`config.mk`:
```
export PLATFORM = sky130hd
export DESIGN_NAME = vga_pixel_fetch
export DESIGN_NICKNAME = d
export VERILOG_FILES = /design/src/rtl/vga_pixel_fetch.sv
export SDC_FILE = /design/constraint.sdc
export NUM_CORES = 1
export LEC_CHECK = 0
export ABC_AREA = 1
export BUFFER_PORTS_ARGS = -buffer_cell sky130_fd_sc_hd__buf_2
export CAP_MARGIN = 25
export CORE_UTILIZATION = 50
export CTS_CLUSTER_SIZE = 40
export DETAILED_ROUTE_END_ITERATION = 10
export PLACE_DENSITY = 0.74
export SKIP_CTS_REPAIR_TIMING = 1
export SLEW_MARGIN = 20
export SYNTH_ARGS = -nofsm -noshare
export SYNTH_HDL_FRONTEND = slang
export SYNTH_SLANG_ARGS = --single-unit
```
`constraint.sdc`:
```
create_clock -name clk -period 3 [get_ports clk]
set_input_delay 0.15 -clock clk [delete_from_list [all_inputs] [get_ports clk]]
set_output_delay 0.15 -clock clk [all_outputs]
set_load 0.02 [all_outputs]
```
`src/rtl/vga_pixel_fetch.sv`:
```
// Scan-position to frame-memory address converter with sync/blank alignment delay line.
// Optional 2x pixel doubling is enabled by defining PIXEL_DOUBLE_EN.
module vga_pixel_fetch #(
  parameter int IMG_W   = 250,
  parameter int IMG_H   = 250,
  parameter int ADDR_W  = 16,
  parameter int MEM_LAT = 1
) (
  input  logic              clk,
  input  logic              rst_n,
  input  logic [9:0]        x,
  input  logic [9:0]        y,
  input  logic              hsync_in,
  input  logic              vsync_in,
  input  logic              video_on_in,
  output logic [ADDR_W-1:0] mem_addr,
  output logic              mem_rd_en,
  output logic [9:0]        x_out,
  output logic [9:0]        y_out,
  output logic              hsync_out,
  output logic              vsync_out,
  output logic              video_on_out,
  output logic              in_image_out,
  output logic              frame_done
);

`ifdef PIXEL_DOUBLE_EN
  localparam int SCALE = 2;
`else
  localparam int SCALE = 1;
`endif

  localparam logic [9:0]        REG_X    = 10'(IMG_W * SCALE);
  localparam logic [9:0]        REG_Y    = 10'(IMG_H * SCALE);
  localparam logic [9:0]        LAST_X   = 10'(IMG_W * SCALE - 1);
  localparam logic [9:0]        LAST_Y   = 10'(IMG_H * SCALE - 1);
  localparam logic [ADDR_W-1:0] ROW_STEP = ADDR_W'(IMG_W);
  localparam logic [ADDR_W-1:0] ONE      = ADDR_W'(1);

  typedef enum logic {WAIT_FRAME, RUN} state_t;

  typedef struct packed {
    logic [9:0] x;
    logic [9:0] y;
    logic       hs;
    logic       vs;
    logic       von;
    logic       img;
  } tap_t;

  localparam tap_t TAP_RST = '{x: 10'd0, y: 10'd0, hs: 1'b1, vs: 1'b1, von: 1'b0, img: 1'b0};

  state_t            state_reg;
  logic [ADDR_W-1:0] row_base_reg;
  logic [ADDR_W-1:0] col_reg;
  logic [9:0]        x_reg;
  logic [9:0]        y_reg;
  logic              hs_reg;
  logic              vs_reg;
  logic              von_reg;

  logic              in_region;
  logic              frame_start;
  logic              active;
  logic [ADDR_W-1:0] base_eff;
  logic [ADDR_W-1:0] col_eff;

  assign in_region   = (x < REG_X) && (y < REG_Y);
  assign frame_start = (x == 10'd0) && (y == 10'd0);
  // The frame-start pixel is fetched even while still waiting for the first frame.
  assign active      = (state_reg == RUN) || frame_start;
  assign base_eff    = frame_start ? '0 : row_base_reg;
  assign col_eff     = frame_start ? '0 : col_reg;

  always_ff @(posedge clk) begin
    if (!rst_n) begin
      state_reg    <= WAIT_FRAME;
      row_base_reg <= '0;
      col_reg      <= '0;
      mem_addr     <= '0;
      mem_rd_en    <= 1'b0;
      frame_done   <= 1'b0;
      x_reg        <= 10'd0;
      y_reg        <= 10'd0;
      hs_reg       <= 1'b1;
      vs_reg       <= 1'b1;
      von_reg      <= 1'b0;
    end else begin
      frame_done <= 1'b0;
      x_reg      <= x;
      y_reg      <= y;
      hs_reg     <= hsync_in;
      vs_reg     <= vsync_in;
      von_reg    <= video_on_in & active;
      if (frame_start)
        state_reg <= RUN;
      if (active && in_region) begin
        mem_addr  <= base_eff + col_eff;
        mem_rd_en <= 1'b1;
        if (x == LAST_X) begin
          col_reg <= '0;
          if (y == LAST_Y) begin
            row_base_reg <= '0;
            frame_done   <= 1'b1;
          end else begin
`ifdef PIXEL_DOUBLE_EN
            row_base_reg <= y[0] ? base_eff + ROW_STEP : base_eff;
`else
            row_base_reg <= base_eff + ROW_STEP;
`endif
          end
        end else begin
`ifdef PIXEL_DOUBLE_EN
          col_reg      <= x[0] ? col_eff + ONE : col_eff;
`else
          col_reg      <= col_eff + ONE;
`endif
          row_base_reg <= base_eff;
        end
      end else begin
        mem_rd_en <= 1'b0;
      end
    end
  end

  // Stage 0 sits alongside the address register; MEM_LAT further stages cover the RAM read.
  tap_t tap0;
  tap_t line_reg [MEM_LAT];

  assign tap0 = '{x: x_reg, y: y_reg, hs: hs_reg, vs: vs_reg, von: von_reg, img: mem_rd_en};

  genvar gi;
  generate
    for (gi = 0; gi < MEM_LAT; gi++) begin : g_dly
      if (gi == 0) begin : g_first
        always_ff @(posedge clk) begin
          if (!rst_n) line_reg[gi] <= TAP_RST;
          else        line_reg[gi] <= tap0;
        end
      end else begin : g_next
        always_ff @(posedge clk) begin
          if (!rst_n) line_reg[gi] <= TAP_RST;
          else        line_reg[gi] <= line_reg[gi-1];
        end
      end
    end
  endgenerate

  assign x_out        = line_reg[MEM_LAT-1].x;
  assign y_out        = line_reg[MEM_LAT-1].y;
  assign hsync_out    = line_reg[MEM_LAT-1].hs;
  assign vsync_out    = line_reg[MEM_LAT-1].vs;
  assign video_on_out = line_reg[MEM_LAT-1].von;
  assign in_image_out = line_reg[MEM_LAT-1].img;

endmodule

```
==> impl_metrics.prom, run 1 <==
# TYPE chip_impl_metric gauge
chip_impl_metric{name="timing.critical_path.arrival",unit="ns"} 2.55
chip_impl_info{name="worst_hold_path_type",value="in -> reg"} 1
chip_impl_metric{name="clkLatencyLatePin",unit="ns"} 0.38
chip_impl_info{name="critical_path.cell_chain",value="buf_2, nor2_1, nand2_1, nor2_1, nand3_4, nand2_1, inv_1, ha_1, nand2_1, nand3b_1, nand2_1, nand2_1, nand2_1, nand3_1, nand3_1, nand3_1, nand2_1, inv_1"} 1
chip_impl_metric{name="clock_path_buffers",unit=""} 2
chip_impl_info{name="clock_tree.root_cell",value="sky130_fd_sc_hd__clkbuf_8"} 1
chip_impl_metric{name="layout.filler_cells",unit=""} 902
chip_impl_metric{name="grt-ovfl-total",unit=""} 0
chip_impl_metric{name="synth-seq-area-share",unit="%"} 38.2
chip_impl_metric{name="largest_register_ffs",unit=""} 24
chip_impl_metric{name="routed_wire_per_std_cell",unit="microns"} 12.1
chip_impl_metric{name="worst_clock_skew",unit="ns"} 0.0186
chip_impl_metric{name="total_power",unit="mW"} 2.37
chip_impl_metric{name="vias",unit=""} 4967
chip_impl_metric{name="slew_headroom",unit="%"} 53.7
chip_impl_info{name="run_status",value="complete, but fails checks"} 1
chip_impl_info{name="r2r_end",value="row_base_reg[13]$_SDFFE_PN0P_"} 1
chip_impl_info{name="critPathTopFamily",value="simple AND/OR/NAND/NOR gates"} 1
chip_impl_info{name="min-delay-start",value="x[6]"} 1
chip_impl_metric{name="power.density",unit="mW/mm^2"} 403
chip_impl_metric{name="finalHoldViolCount",unit=""} 2
chip_impl_info{name="violations_in_the_final_reports",value="hold timing"} 1
chip_impl_metric{name="grt_pass1_vias",unit=""} 4294
chip_impl_metric{name="cts.reportedPaths.clkPinSlew",unit="ns"} 0.09
chip_impl_metric{name="number_of_antenna_violations_at_the_first_check_in_global_routing",unit=""} 0
chip_impl_metric{name="postLayoutCellArea",unit="sq mm"} 0.00588
chip_impl_metric{name="met2WireLength",unit="microns"} 5600
chip_impl_metric{name="cap_viol_max_count",unit=""} 0
chip_impl_metric{name="post-dp-hpwl",unit="microns"} 8990
chip_impl_metric{name="wire_length_of_the_first_global_routing_pass",unit="microns"} 19700
chip_impl_metric{name="netlist-cell-type-count",unit=""} 40
chip_impl_metric{name="worst_slew_pin_slew",unit="ns"} 0.694
chip_impl_metric{name="tritoncts_num_sinks",unit=""} 98
chip_impl_metric{name="design.die.area",unit="sq mm"} 0.0107
chip_impl_metric{name="layout_nets",unit=""} 897
chip_impl_info{name="worst-setup-path-type",value="in -> reg"} 1
chip_impl_metric{name="initial_core_util",unit="%"} 52.1
chip_impl_metric{name="synth_area",unit="sq mm"} 0.00514
chip_impl_metric{name="chipWidth",unit="microns"} 103
chip_impl_metric{name="total_neg_setup_slack",unit="ns"} 0
chip_impl_metric{name="avgViaCountPerCell",unit=""} 4.95
chip_impl_metric{name="regToRegSetupSlack",unit="ns"} 1.04
chip_impl_metric{name="ys_async_sr_fraction",unit="%"} 0
chip_impl_metric{name="leakagePower",unit="nW"} 3.18
chip_impl_metric{name="layout-drive-gt1-share",unit="%"} 13.3
chip_impl_info{name="synth.most_common_cell",value="sky130_fd_sc_hd__nand2_1"} 1
chip_impl_metric{name="slew_violations",unit=""} 0
chip_impl_info{name="synth_ff_type",value="sky130_fd_sc_hd__dfxtp_1"} 1
chip_impl_metric{name="placed_cell_area",unit="sq mm"} 0.00555
chip_impl_info{name="cp-start-kind",value="primary input"} 1
chip_impl_info{name="crit_slowest_cell",value="sky130_fd_sc_hd__ha_1"} 1
chip_impl_metric{name="drt.antenna.violating_nets",unit=""} 0
chip_impl_metric{name="core-area",unit="sq mm"} 0.00986
chip_impl_info{name="post_synth_most_frequent_cells",value="sky130_fd_sc_hd__nand2_1, sky130_fd_sc_hd__inv_1, sky130_fd_sc_hd__dfxtp_1"} 1
chip_impl_metric{name="whs_path_depth",unit=""} 3
chip_impl_metric{name="number_of_instances_in_the_synthesized_netlist",unit=""} 797
chip_impl_info{name="tritoncts_clock_tree",value="done"} 1
chip_impl_info{name="cp-end-kind",value="flip-flop"} 1
chip_impl_metric{name="num_rows",unit=""} 36
chip_impl_metric{name="fmax",unit="GHz"} 0.441
chip_impl_metric{name="critical_path_required",unit="ns"} 3.28
chip_impl_metric{name="fin_worst_hold_slack",unit="ns"} -0.00385
chip_impl_metric{name="cp_buf_inv_count",unit=""} 3
chip_impl_metric{name="min_period_over_period",unit="%"} 75.6
chip_impl_metric{name="timing.final.setup_violations",unit=""} 0
chip_impl_metric{name="timing.final.crit_period",unit="ns"} 2.27
chip_impl_metric{name="synth_edf_count",unit=""} 0
chip_impl_metric{name="grt_max_degree",unit=""} 50
chip_impl_info{name="hold-path-endpoint",value="x_reg[6]$_SDFF_PN0_"} 1
chip_impl_metric{name="synth_largest_type_area_fraction",unit="%"} 38.2
chip_impl_metric{name="worst_ir_drop_vdd",unit="uV"} 282
chip_impl_metric{name="h-tree-depth",unit=""} 3
chip_impl_metric{name="detailedRoute.firstPassIterationCount",unit=""} 5
chip_impl_metric{name="track_usage",unit="%"} 23.8
chip_impl_metric{name="critical_path.max_fanout",unit=""} 22
chip_impl_metric{name="area_growth_synth_to_finish",unit="%"} 14.5
chip_impl_info{name="synth_top_area_cell",value="sky130_fd_sc_hd__dfxtp_1"} 1
chip_impl_metric{name="chipHeight",unit="microns"} 103
chip_impl_metric{name="gp_routability_congestion",unit=""} 0.918
chip_impl_metric{name="cts_inserted_buffers",unit=""} 9
chip_impl_metric{name="detail_route.drc_violations",unit=""} 0
chip_impl_metric{name="diodes",unit=""} 0
chip_impl_info{name="routed.top_layer",value="met4"} 1
chip_impl_info{name="startpoint_of_the_lowest_slack_register_to_register_path",value="row_base_reg[1]$_SDFFE_PN0P_"} 1
chip_impl_info{name="rsz_0062_raised_after_global_routing",value="false"} 1
chip_impl_metric{name="route.layer.met1.wl",unit="microns"} 5780
chip_impl_metric{name="yosys_register_bits",unit=""} 98
chip_impl_metric{name="syn-num-nets",unit=""} 828
chip_impl_metric{name="yosys_warning_count",unit=""} 0
chip_impl_metric{name="worst-r2r-cell-count",unit=""} 13
chip_impl_metric{name="timing.critical_path.slowest_cell_delay",unit="ns"} 0.36
chip_impl_metric{name="postSynthAreaPerCell",unit="sq um"} 6.45
chip_impl_metric{name="finalCoreUtilization",unit="%"} 59.6
chip_impl_info{name="synth_top_cells_by_area",value="sky130_fd_sc_hd__dfxtp_1, sky130_fd_sc_hd__nand2_1, sky130_fd_sc_hd__inv_1"} 1
chip_impl_info{name="critical-path-top-cell-by-count",value="sky130_fd_sc_hd__nand2_1"} 1
chip_impl_metric{name="initial_drt_markers",unit=""} 259
chip_impl_metric{name="routed_wl",unit="microns"} 12200
chip_impl_metric{name="floorplan.io_pins",unit=""} 67
chip_impl_metric{name="met3_length",unit="microns"} 605
chip_impl_metric{name="portBuffers",unit=""} 66
## worst min-delay path: cells and delay by family
family,cells,cell delay (ns)
buffers and inverters,2,0.14
and+or+nand+nor,1,0.05
## routing by layer
layer / GRT usage [%] / vias to the layer above
met1: 30.9 / 2212
li1: - / 2598
met4: 9.21 / 0
met5: 0 / -
met2: 39.0 / 139
met3: 4.84 / 18
## layout make-up
cell class | count | area [sq um] | share of cell area, %
Multi-Input combinational cell | 535 | 2520 | 42.8
Sequential cell | 98 | 1960 | 33.3
Inverter | 138 | 518 | 8.80
Timing Repair Buffer | 84 | 508 | 8.63
Tap cell | 133 | 166 | 2.83
Clock buffer | 11 | 151 | 2.57
Clock inverter | 5 | 60.1 | 1.02
## cell families after synthesis
group           after synthesis  share of synthesized area (%)
compound gates               77                           8.35
fa+ha+maj                     6                           1.46
xor+xnor                      8                           1.36
flops                        98                           38.2
simple gates                444                           37.8
buf+inv                     164                           12.8
## cell usage in the layout (no fill, tap or decap), drive strengths merged
master	synthesis	routed
nand2	247	247
inv	138	140
dfxtp	98	98
nor2	92	92
buf	11	72
nand3	68	68
a21oi	40	40
o21ai	26	26
dlygate4sd3	0	12
clkbuf	15	11
nand3b	10	10
nand4	10	10
xor2	8	8
ha	6	6
nor3	6	6
or2	6	6
o211ai	4	4
o31ai	2	2
a31oi	2	2
o221ai	2	2
and2	2	2
nor4	1	1
or4	1	1
nor3b	1	1
a32oi	1	1
clkinvlp	0	1
bufinv	0	1
clkinv	0	1
## through the flow
stage / worst slack (ns) / instances
after floorplan: 0.641 / 797
after global placement: 0.398 / 976
after detailed placement: 0.349 / 976
after CTS: 0.718 / 992
after global routing: 0.463 / 1004
final: 0.732 / 1004
## worst max path at each step
| stage | start | to | depth (start not counted) |
|---|---|---|---|
| floorplan | x[8] | mem_addr[15]$_SDFFE_PN0P_ | 18 |
| finish | x[6] | mem_addr[9]$_SDFFE_PN0P_ | 18 |
| detailed placement | x[8] | mem_addr[9]$_SDFFE_PN0P_ | 17 |
| global route | x[6] | mem_addr[9]$_SDFFE_PN0P_ | 18 |
| global placement | x[8] | mem_addr[9]$_SDFFE_PN0P_ | 18 |
| CTS | x[6] | mem_addr[9]$_SDFFE_PN0P_ | 18 |
## where the power goes
part	internal [mW]	switching (mW)	leakage [nW]	total, mW
sequential	1.33	0.00578	0.799	1.33
combinational	0.0461	0.0720	2.28	0.118
clock	0.436	0.482	0.106	0.918
Note: power is estimated with default switching activity, not from simulation.
==> run 2: changes to the inputs <==
clock period = 2.26 ns   (was 3 ns; I/O delays follow)
==> impl_metrics.prom, run 2 (synthesis gave the netlist of run 1 again) <==
# TYPE chip_impl_metric gauge
chip_impl_metric{name="routed_wire_per_std_cell",unit="microns"} 12.8
chip_impl_info{name="worst_hold_path_type",value="in -> reg"} 1
chip_impl_info{name="worst-setup-path-type",value="reg -> reg"} 1
chip_impl_metric{name="initial_drt_markers",unit=""} 369
chip_impl_metric{name="min_period_over_period",unit="%"} 91.0
chip_impl_info{name="crit_path_end",value="row_base_reg[13]$_SDFFE_PN0P_"} 1
chip_impl_metric{name="wire_length_of_the_first_global_routing_pass",unit="microns"} 21400
chip_impl_metric{name="fin_worst_hold_slack",unit="ns"} -0.0174
chip_impl_metric{name="design.die.area",unit="sq mm"} 0.0107
chip_impl_metric{name="chipHeight",unit="microns"} 103
chip_impl_metric{name="area_growth_synth_to_finish",unit="%"} 21.9
chip_impl_info{name="final_common_cell",value="sky130_fd_sc_hd__nand2_1"} 1
chip_impl_metric{name="diodes",unit=""} 0
chip_impl_metric{name="core-area",unit="sq mm"} 0.00986
chip_impl_info{name="worstSetupStartpoint",value="row_base_reg[1]$_SDFFE_PN0P_"} 1
chip_impl_info{name="crit_slowest_cell",value="sky130_fd_sc_hd__dfxtp_1"} 1
chip_impl_metric{name="detailedRoute.firstPassIterationCount",unit=""} 5
chip_impl_metric{name="timing.critical_path.slowest_cell_delay",unit="ns"} 0.45
chip_impl_metric{name="avgViaCountPerCell",unit=""} 5.08
chip_impl_metric{name="finalHoldViolCount",unit=""} 1
chip_impl_metric{name="placedCellCount",unit=""} 1027
chip_impl_metric{name="clock_path_buffers",unit=""} 2
chip_impl_info{name="critical_path.cell_chain",value="nand2_1, inv_1, ha_1, inv_1, nand2_1, nor2_1, a21oi_2, nand2_1, nor2_1, nand3_1, nand2_1, nand2_1, a21oi_1"} 1
chip_impl_metric{name="worst_clock_skew",unit="ns"} 0.0145
chip_impl_metric{name="tritoncts_num_sinks",unit=""} 98
chip_impl_metric{name="cts_inserted_buffers",unit=""} 9
chip_impl_metric{name="whs_path_depth",unit=""} 3
chip_impl_metric{name="initial_core_util",unit="%"} 52.1
chip_impl_metric{name="clkLatencyLatePin",unit="ns"} 0.38
chip_impl_info{name="violations_in_the_final_reports",value="hold timing"} 1
chip_impl_metric{name="largest_register_ffs",unit=""} 24
chip_impl_info{name="tritoncts_clock_tree",value="done"} 1
chip_impl_metric{name="finalWorstSetupSlack",unit="ns"} 0.204
chip_impl_metric{name="h-tree-depth",unit=""} 3
chip_impl_metric{name="timing.critical_path.arrival",unit="ns"} 2.37
chip_impl_metric{name="drt.antenna.violating_nets",unit=""} 0
chip_impl_metric{name="fmax",unit="GHz"} 0.486
chip_impl_metric{name="critical_path_required",unit="ns"} 2.58
chip_impl_metric{name="gp_routability_congestion",unit=""} 0.925
chip_impl_metric{name="cap_viol_max_count",unit=""} 0
chip_impl_info{name="critical-path-top-cell-by-count",value="sky130_fd_sc_hd__nand2_1"} 1
chip_impl_metric{name="timing.final.crit_period",unit="ns"} 2.06
chip_impl_metric{name="number_of_antenna_violations_at_the_first_check_in_global_routing",unit=""} 0
chip_impl_info{name="r2r_end",value="row_base_reg[13]$_SDFFE_PN0P_"} 1
chip_impl_metric{name="vias",unit=""} 5352
chip_impl_info{name="rsz_0062_raised_after_global_routing",value="false"} 1
chip_impl_metric{name="cts.reportedPaths.clkPinSlew",unit="ns"} 0.10
chip_impl_metric{name="grt-ovfl-total",unit=""} 0
chip_impl_metric{name="worst_slew_pin_slew",unit="ns"} 0.539
chip_impl_metric{name="layout_nets",unit=""} 947
chip_impl_metric{name="timing.final.setup_violations",unit=""} 0
chip_impl_info{name="cp-start-kind",value="flip-flop"} 1
chip_impl_info{name="cp-end-kind",value="flip-flop"} 1
chip_impl_info{name="min-delay-start",value="y[7]"} 1
chip_impl_metric{name="num_rows",unit=""} 36
chip_impl_metric{name="slew_headroom",unit="%"} 64.1
chip_impl_metric{name="worst_ir_drop_vdd",unit="uV"} 270
chip_impl_metric{name="post-dp-hpwl",unit="microns"} 9710
chip_impl_info{name="mostFrequentLayoutCells",value="sky130_fd_sc_hd__nand2_1, sky130_fd_sc_hd__inv_1, sky130_fd_sc_hd__dfxtp_1"} 1
chip_impl_metric{name="floorplan.io_pins",unit=""} 67
chip_impl_metric{name="routed_wl",unit="microns"} 13400
chip_impl_metric{name="grt_pass1_vias",unit=""} 4837
chip_impl_metric{name="slew_violations",unit=""} 0
chip_impl_metric{name="detail_route.drc_violations",unit=""} 0
chip_impl_metric{name="leakagePower",unit="nW"} 3.40
chip_impl_metric{name="portBuffers",unit=""} 66
chip_impl_metric{name="track_usage",unit="%"} 25.9
chip_impl_metric{name="dpl_worst_slack",unit="ns"} -0.142
chip_impl_info{name="run_status",value="complete, but fails checks"} 1
chip_impl_metric{name="chipWidth",unit="microns"} 103
chip_impl_info{name="clock_tree.root_cell",value="sky130_fd_sc_hd__clkbuf_8"} 1
chip_impl_metric{name="critical_path.max_fanout",unit=""} 5
chip_impl_metric{name="layout-drive-gt1-share",unit="%"} 19.0
chip_impl_info{name="startpoint_of_the_lowest_slack_register_to_register_path",value="row_base_reg[1]$_SDFFE_PN0P_"} 1
chip_impl_metric{name="fin_cells",unit=""} 1054
chip_impl_metric{name="power.density",unit="mW/mm^2"} 481
chip_impl_metric{name="grt_max_degree",unit=""} 50
chip_impl_metric{name="worst-r2r-cell-count",unit=""} 13
chip_impl_metric{name="regToRegSetupSlack",unit="ns"} 0.20
## run 2: cell types whose count changed in the layout (fill, tap and decap cells not counted), moves of 2 or more
cell | previous run | this run
sky130_fd_sc_hd__buf_4 | 5 | 56
sky130_fd_sc_hd__nor2_1 | 84 | 81
sky130_fd_sc_hd__clkbuf_8 | 11 | 9
sky130_fd_sc_hd__dlygate4sd3_1 | 12 | 10
sky130_fd_sc_hd__nand3_2 | 3 | 5
sky130_fd_sc_hd__nor2_4 | 2 | 4
## run 2: power breakdown
| group | switching, mW | internal (mW) | total [mW] |
|---|---|---|---|
| Clock | 0.652 | 0.409 | 1.06 |
| Combinational | 0.106 | 0.0745 | 0.181 |
| Sequential | 0.00868 | 1.76 | 1.77 |
| Total | 0.767 | 2.25 | 3.01 |
## run 2: layout make-up
| cell class | count | area, sq um |
|---|---|---|
| clock buffer | 9 | 124 |
| clock inverter | 7 | 53.8 |
| fill | 860 | 3600 |
| inverter | 138 | 518 |
| multi-input combinational | 536 | 2570 |
| sequential | 98 | 1960 |
| tap | 133 | 166 |
| timing repair buffer | 133 | 871 |
## run 2: worst max-delay path: cells and delay by family (launching register included)
kind                       cells  cell delay, ns
buffers and inverters          2            0.13
adders and majority gates      1            0.15
DFF                            1            0.45
AOI/OAI and AO/OA              2            0.37
and+or+nand+nor                8            0.89
## run 2: worst min path at each step
stage,end,slack (ns)
after floorplan,x_reg[0]$_SDFF_PN0_,0.21
after global placement,hs_reg$_SDFF_PN1_,0.30
after detailed placement,hs_reg$_SDFF_PN1_,0.31
after CTS,hs_reg$_SDFF_PN1_,-0.08
after global routing,y_reg[7]$_SDFF_PN0_,0.002
final,y_reg[7]$_SDFF_PN0_,-0.02
## run 2: per-layer routing
metal  GRT usage, %  wire, microns
met3           3.49            705
met4           12.4            384
met2           44.4           6210
met5              0              0
met1           32.1           6150
## run 2: stage by stage
stage	total power [mW]	utilization, %	cell area [sq um]	TNS [ns]	hold WS (ns)
after detailed placement	1.97	60.4	5950	-0.879	0.310
after global placement	1.97	60.4	5950	-0.413	0.304
after global routing	3.13	63.5	6260	0	0.00164
after CTS	3.03	62.2	6130	0	-0.0808
after floorplan	1.89	-	5160	0	0.206
final	3.01	63.5	6260	0	-0.0174
==> run 3: changes to the inputs <==
CORE_UTILIZATION = 58   (was 50)
GPL_ROUTABILITY_DRIVEN = 0   (was unset)
PLACE_DENSITY = 0.83   (was 0.74)
==> impl_metrics.prom, run 3 (synthesis gave the netlist of run 1 again) <==
# TYPE chip_impl_metric gauge
chip_impl_info{name="run_status",value="complete, but fails checks"} 1
chip_impl_info{name="violations_in_the_final_reports",value="hold timing"} 1
chip_impl_info{name="clock_tree.root_cell",value="sky130_fd_sc_hd__clkbuf_8"} 1
chip_impl_metric{name="share_of_total_power_consumed_by_net_switching",unit="%"} 26.1
chip_impl_metric{name="layout_nets",unit=""} 930
chip_impl_metric{name="worst_slew_pin_slew",unit="ns"} 0.525
chip_impl_metric{name="detailedRoute.firstPassIterationCount",unit=""} 5
chip_impl_metric{name="initial_core_util",unit="%"} 61.3
chip_impl_info{name="crit_slowest_cell",value="sky130_fd_sc_hd__ha_1"} 1
chip_impl_metric{name="grt-ovfl-total",unit=""} 0
chip_impl_metric{name="floorplan.io_pins",unit=""} 67
chip_impl_info{name="r2r_end",value="row_base_reg[13]$_SDFFE_PN0P_"} 1
chip_impl_info{name="critical_path.cell_chain",value="buf_2, nor2_1, nand2_1, nor2_1, nand3_4, buf_4, nand2_1, inv_1, ha_1, ha_1, inv_1, nand2_1, nand3_1, nand3_1, nand2_1, nand2_1, nand2_1, nand3_1, nand2_1, inv_1"} 1
chip_impl_metric{name="routed_wire_per_std_cell",unit="microns"} 12.8
chip_impl_metric{name="critical_path.max_fanout",unit=""} 8
chip_impl_metric{name="timing.final.crit_period",unit="ns"} 2.02
chip_impl_metric{name="core-area",unit="sq mm"} 0.00838
chip_impl_metric{name="fin_worst_hold_slack",unit="ns"} -0.0260
chip_impl_metric{name="area_growth_synth_to_finish",unit="%"} 18.9
chip_impl_metric{name="drt.antenna.violating_nets",unit=""} 0
chip_impl_info{name="mostFrequentLayoutCells",value="sky130_fd_sc_hd__nand2_1, sky130_fd_sc_hd__inv_1, sky130_fd_sc_hd__dfxtp_1"} 1
chip_impl_metric{name="tritoncts_num_sinks",unit=""} 98
chip_impl_metric{name="design.die.area",unit="sq mm"} 0.00924
chip_impl_metric{name="chipWidth",unit="microns"} 96.1
chip_impl_metric{name="detail_route.drc_violations",unit=""} 0
chip_impl_metric{name="grt_pass1_vias",unit=""} 4698
chip_impl_metric{name="finalHoldViolCount",unit=""} 2
chip_impl_metric{name="layout-drive-gt1-share",unit="%"} 16.3
chip_impl_info{name="worst-setup-path-type",value="in -> reg"} 1
chip_impl_info{name="cp-start-kind",value="primary input"} 1
chip_impl_metric{name="fmax",unit="GHz"} 0.496
chip_impl_metric{name="power.share.sequential",unit="%"} 57.7
chip_impl_metric{name="total_switching_power",unit="mW"} 0.803
chip_impl_metric{name="p_comb_share",unit="%"} 5.7
chip_impl_metric{name="diodes",unit=""} 0
chip_impl_metric{name="number_of_antenna_violations_at_the_first_check_in_global_routing",unit=""} 0
chip_impl_metric{name="worst_ir_drop_vdd",unit="uV"} 287
chip_impl_metric{name="fraction_of_power_consumed_by_the_clock_network",unit="%"} 36.6
chip_impl_metric{name="worst-r2r-cell-count",unit=""} 13
chip_impl_info{name="rsz_0062_raised_after_global_routing",value="false"} 1
chip_impl_metric{name="slew_violations",unit=""} 0
chip_impl_metric{name="chipHeight",unit="microns"} 96.1
chip_impl_metric{name="clock_path_buffers",unit=""} 2
chip_impl_metric{name="largest_register_ffs",unit=""} 24
chip_impl_info{name="tritoncts_clock_tree",value="done"} 1
chip_impl_metric{name="clkLatencyLatePin",unit="ns"} 0.38
chip_impl_info{name="critical-path-top-cell-by-count",value="sky130_fd_sc_hd__nand2_1"} 1
chip_impl_metric{name="cap_viol_max_count",unit=""} 0
chip_impl_info{name="startpoint_of_the_lowest_slack_register_to_register_path",value="row_base_reg[1]$_SDFFE_PN0P_"} 1
chip_impl_metric{name="routed_wl",unit="microns"} 12900
chip_impl_metric{name="leakagePower",unit="nW"} 3.32
chip_impl_metric{name="timing.critical_path.slowest_cell_delay",unit="ns"} 0.21
chip_impl_metric{name="wire_length_of_the_first_global_routing_pass",unit="microns"} 20400
chip_impl_metric{name="total_power",unit="mW"} 3.07
chip_impl_info{name="cp-end-kind",value="flip-flop"} 1
chip_impl_metric{name="initial_drt_markers",unit=""} 315
chip_impl_metric{name="intPower",unit="mW"} 2.27
chip_impl_metric{name="regToRegSetupSlack",unit="ns"} 0.32
chip_impl_metric{name="grt_max_degree",unit=""} 50
chip_impl_metric{name="num_rows",unit=""} 33
chip_impl_metric{name="track_usage",unit="%"} 28.6
chip_impl_metric{name="cts_inserted_buffers",unit=""} 9
chip_impl_metric{name="timing.final.setup_violations",unit=""} 0
chip_impl_metric{name="cts.reportedPaths.clkPinSlew",unit="ns"} 0.10
chip_impl_info{name="min-delay-start",value="x[0]"} 1
chip_impl_metric{name="critical_path_required",unit="ns"} 2.54
chip_impl_metric{name="vias",unit=""} 5282
chip_impl_info{name="worst_hold_path_type",value="in -> reg"} 1
chip_impl_metric{name="portBuffers",unit=""} 66
chip_impl_metric{name="whs_path_depth",unit=""} 3
chip_impl_metric{name="worst_clock_skew",unit="ns"} 0.0143
chip_impl_metric{name="timing.critical_path.arrival",unit="ns"} 2.30
chip_impl_metric{name="power.density",unit="mW/mm^2"} 503
chip_impl_metric{name="slew_headroom",unit="%"} 65.0
chip_impl_metric{name="avgViaCountPerCell",unit=""} 5.23
chip_impl_info{name="hold-path-endpoint",value="x_reg[0]$_SDFF_PN0_"} 1
chip_impl_metric{name="min_period_over_period",unit="%"} 89.2
chip_impl_metric{name="h-tree-depth",unit=""} 3
chip_impl_info{name="final_common_cell",value="sky130_fd_sc_hd__nand2_1"} 1
chip_impl_metric{name="post-dp-hpwl",unit="microns"} 9410
## run 3: how the worst max path moves through the flow
stage,from,end
6_report,x[6],mem_addr[10]$_SDFFE_PN0P_
5_1_grt,x[6],mem_addr[10]$_SDFFE_PN0P_
4_1_cts,x[6],mem_addr[10]$_SDFFE_PN0P_
3_5_place_dp,x[6],mem_addr[10]$_SDFFE_PN0P_
2_1_floorplan,y[9],mem_addr[8]$_SDFFE_PN0P_
3_3_place_gp,y[6],mem_addr[10]$_SDFFE_PN0P_
## run 3: power by group through the flow
stage          clock network (mW)  logic, mW  registers (mW)
2_1_floorplan                   0     0.0624            1.83
3_3_place_gp                    0      0.141            1.81
3_5_place_dp                    0      0.145            1.81
4_1_cts                      1.14      0.146            1.77
5_1_grt                      1.22      0.194            1.78
6_report                     1.12      0.174            1.77
## run 3: metal layers
metal	vias up	track usage, %	routed length [microns]
met5	-	0	0
met4	0	9.20	252
met3	26	5.06	745
met2	178	51.0	6300
met1	2410	34.4	5600
li1	2668	-	-
## run 3: critical path: cells and delay by family
kind | cells | cell delay, ns
simple gates | 13 | 1.34
buf+inv | 5 | 0.44
fa+ha+maj | 2 | 0.40
## run 3: per-stage QoR
step           setup slack, ns  TNS [ns]  cells  instance area [sq um]  util [%]
3_3_place_gp            -0.106    -0.230    974                   5720      68.2
2_1_floorplan          0.00171         0    797                   5160         -
5_1_grt                0.00849         0   1009                   6110      72.8
4_1_cts                  0.258         0    990                   5910      70.5
3_5_place_dp            -0.140    -0.569    974                   5720      68.2
6_report                 0.244         0   1009                   6110      72.8
## run 3: layout make-up
type | count | area [sq um]
inverter | 138 | 518
fill | 640 | 2280
clock inverter | 7 | 70.1
timing repair buffer | 117 | 761
tap | 105 | 131
multi-input combinational | 535 | 2540
sequential | 98 | 1960
clock buffer | 9 | 124
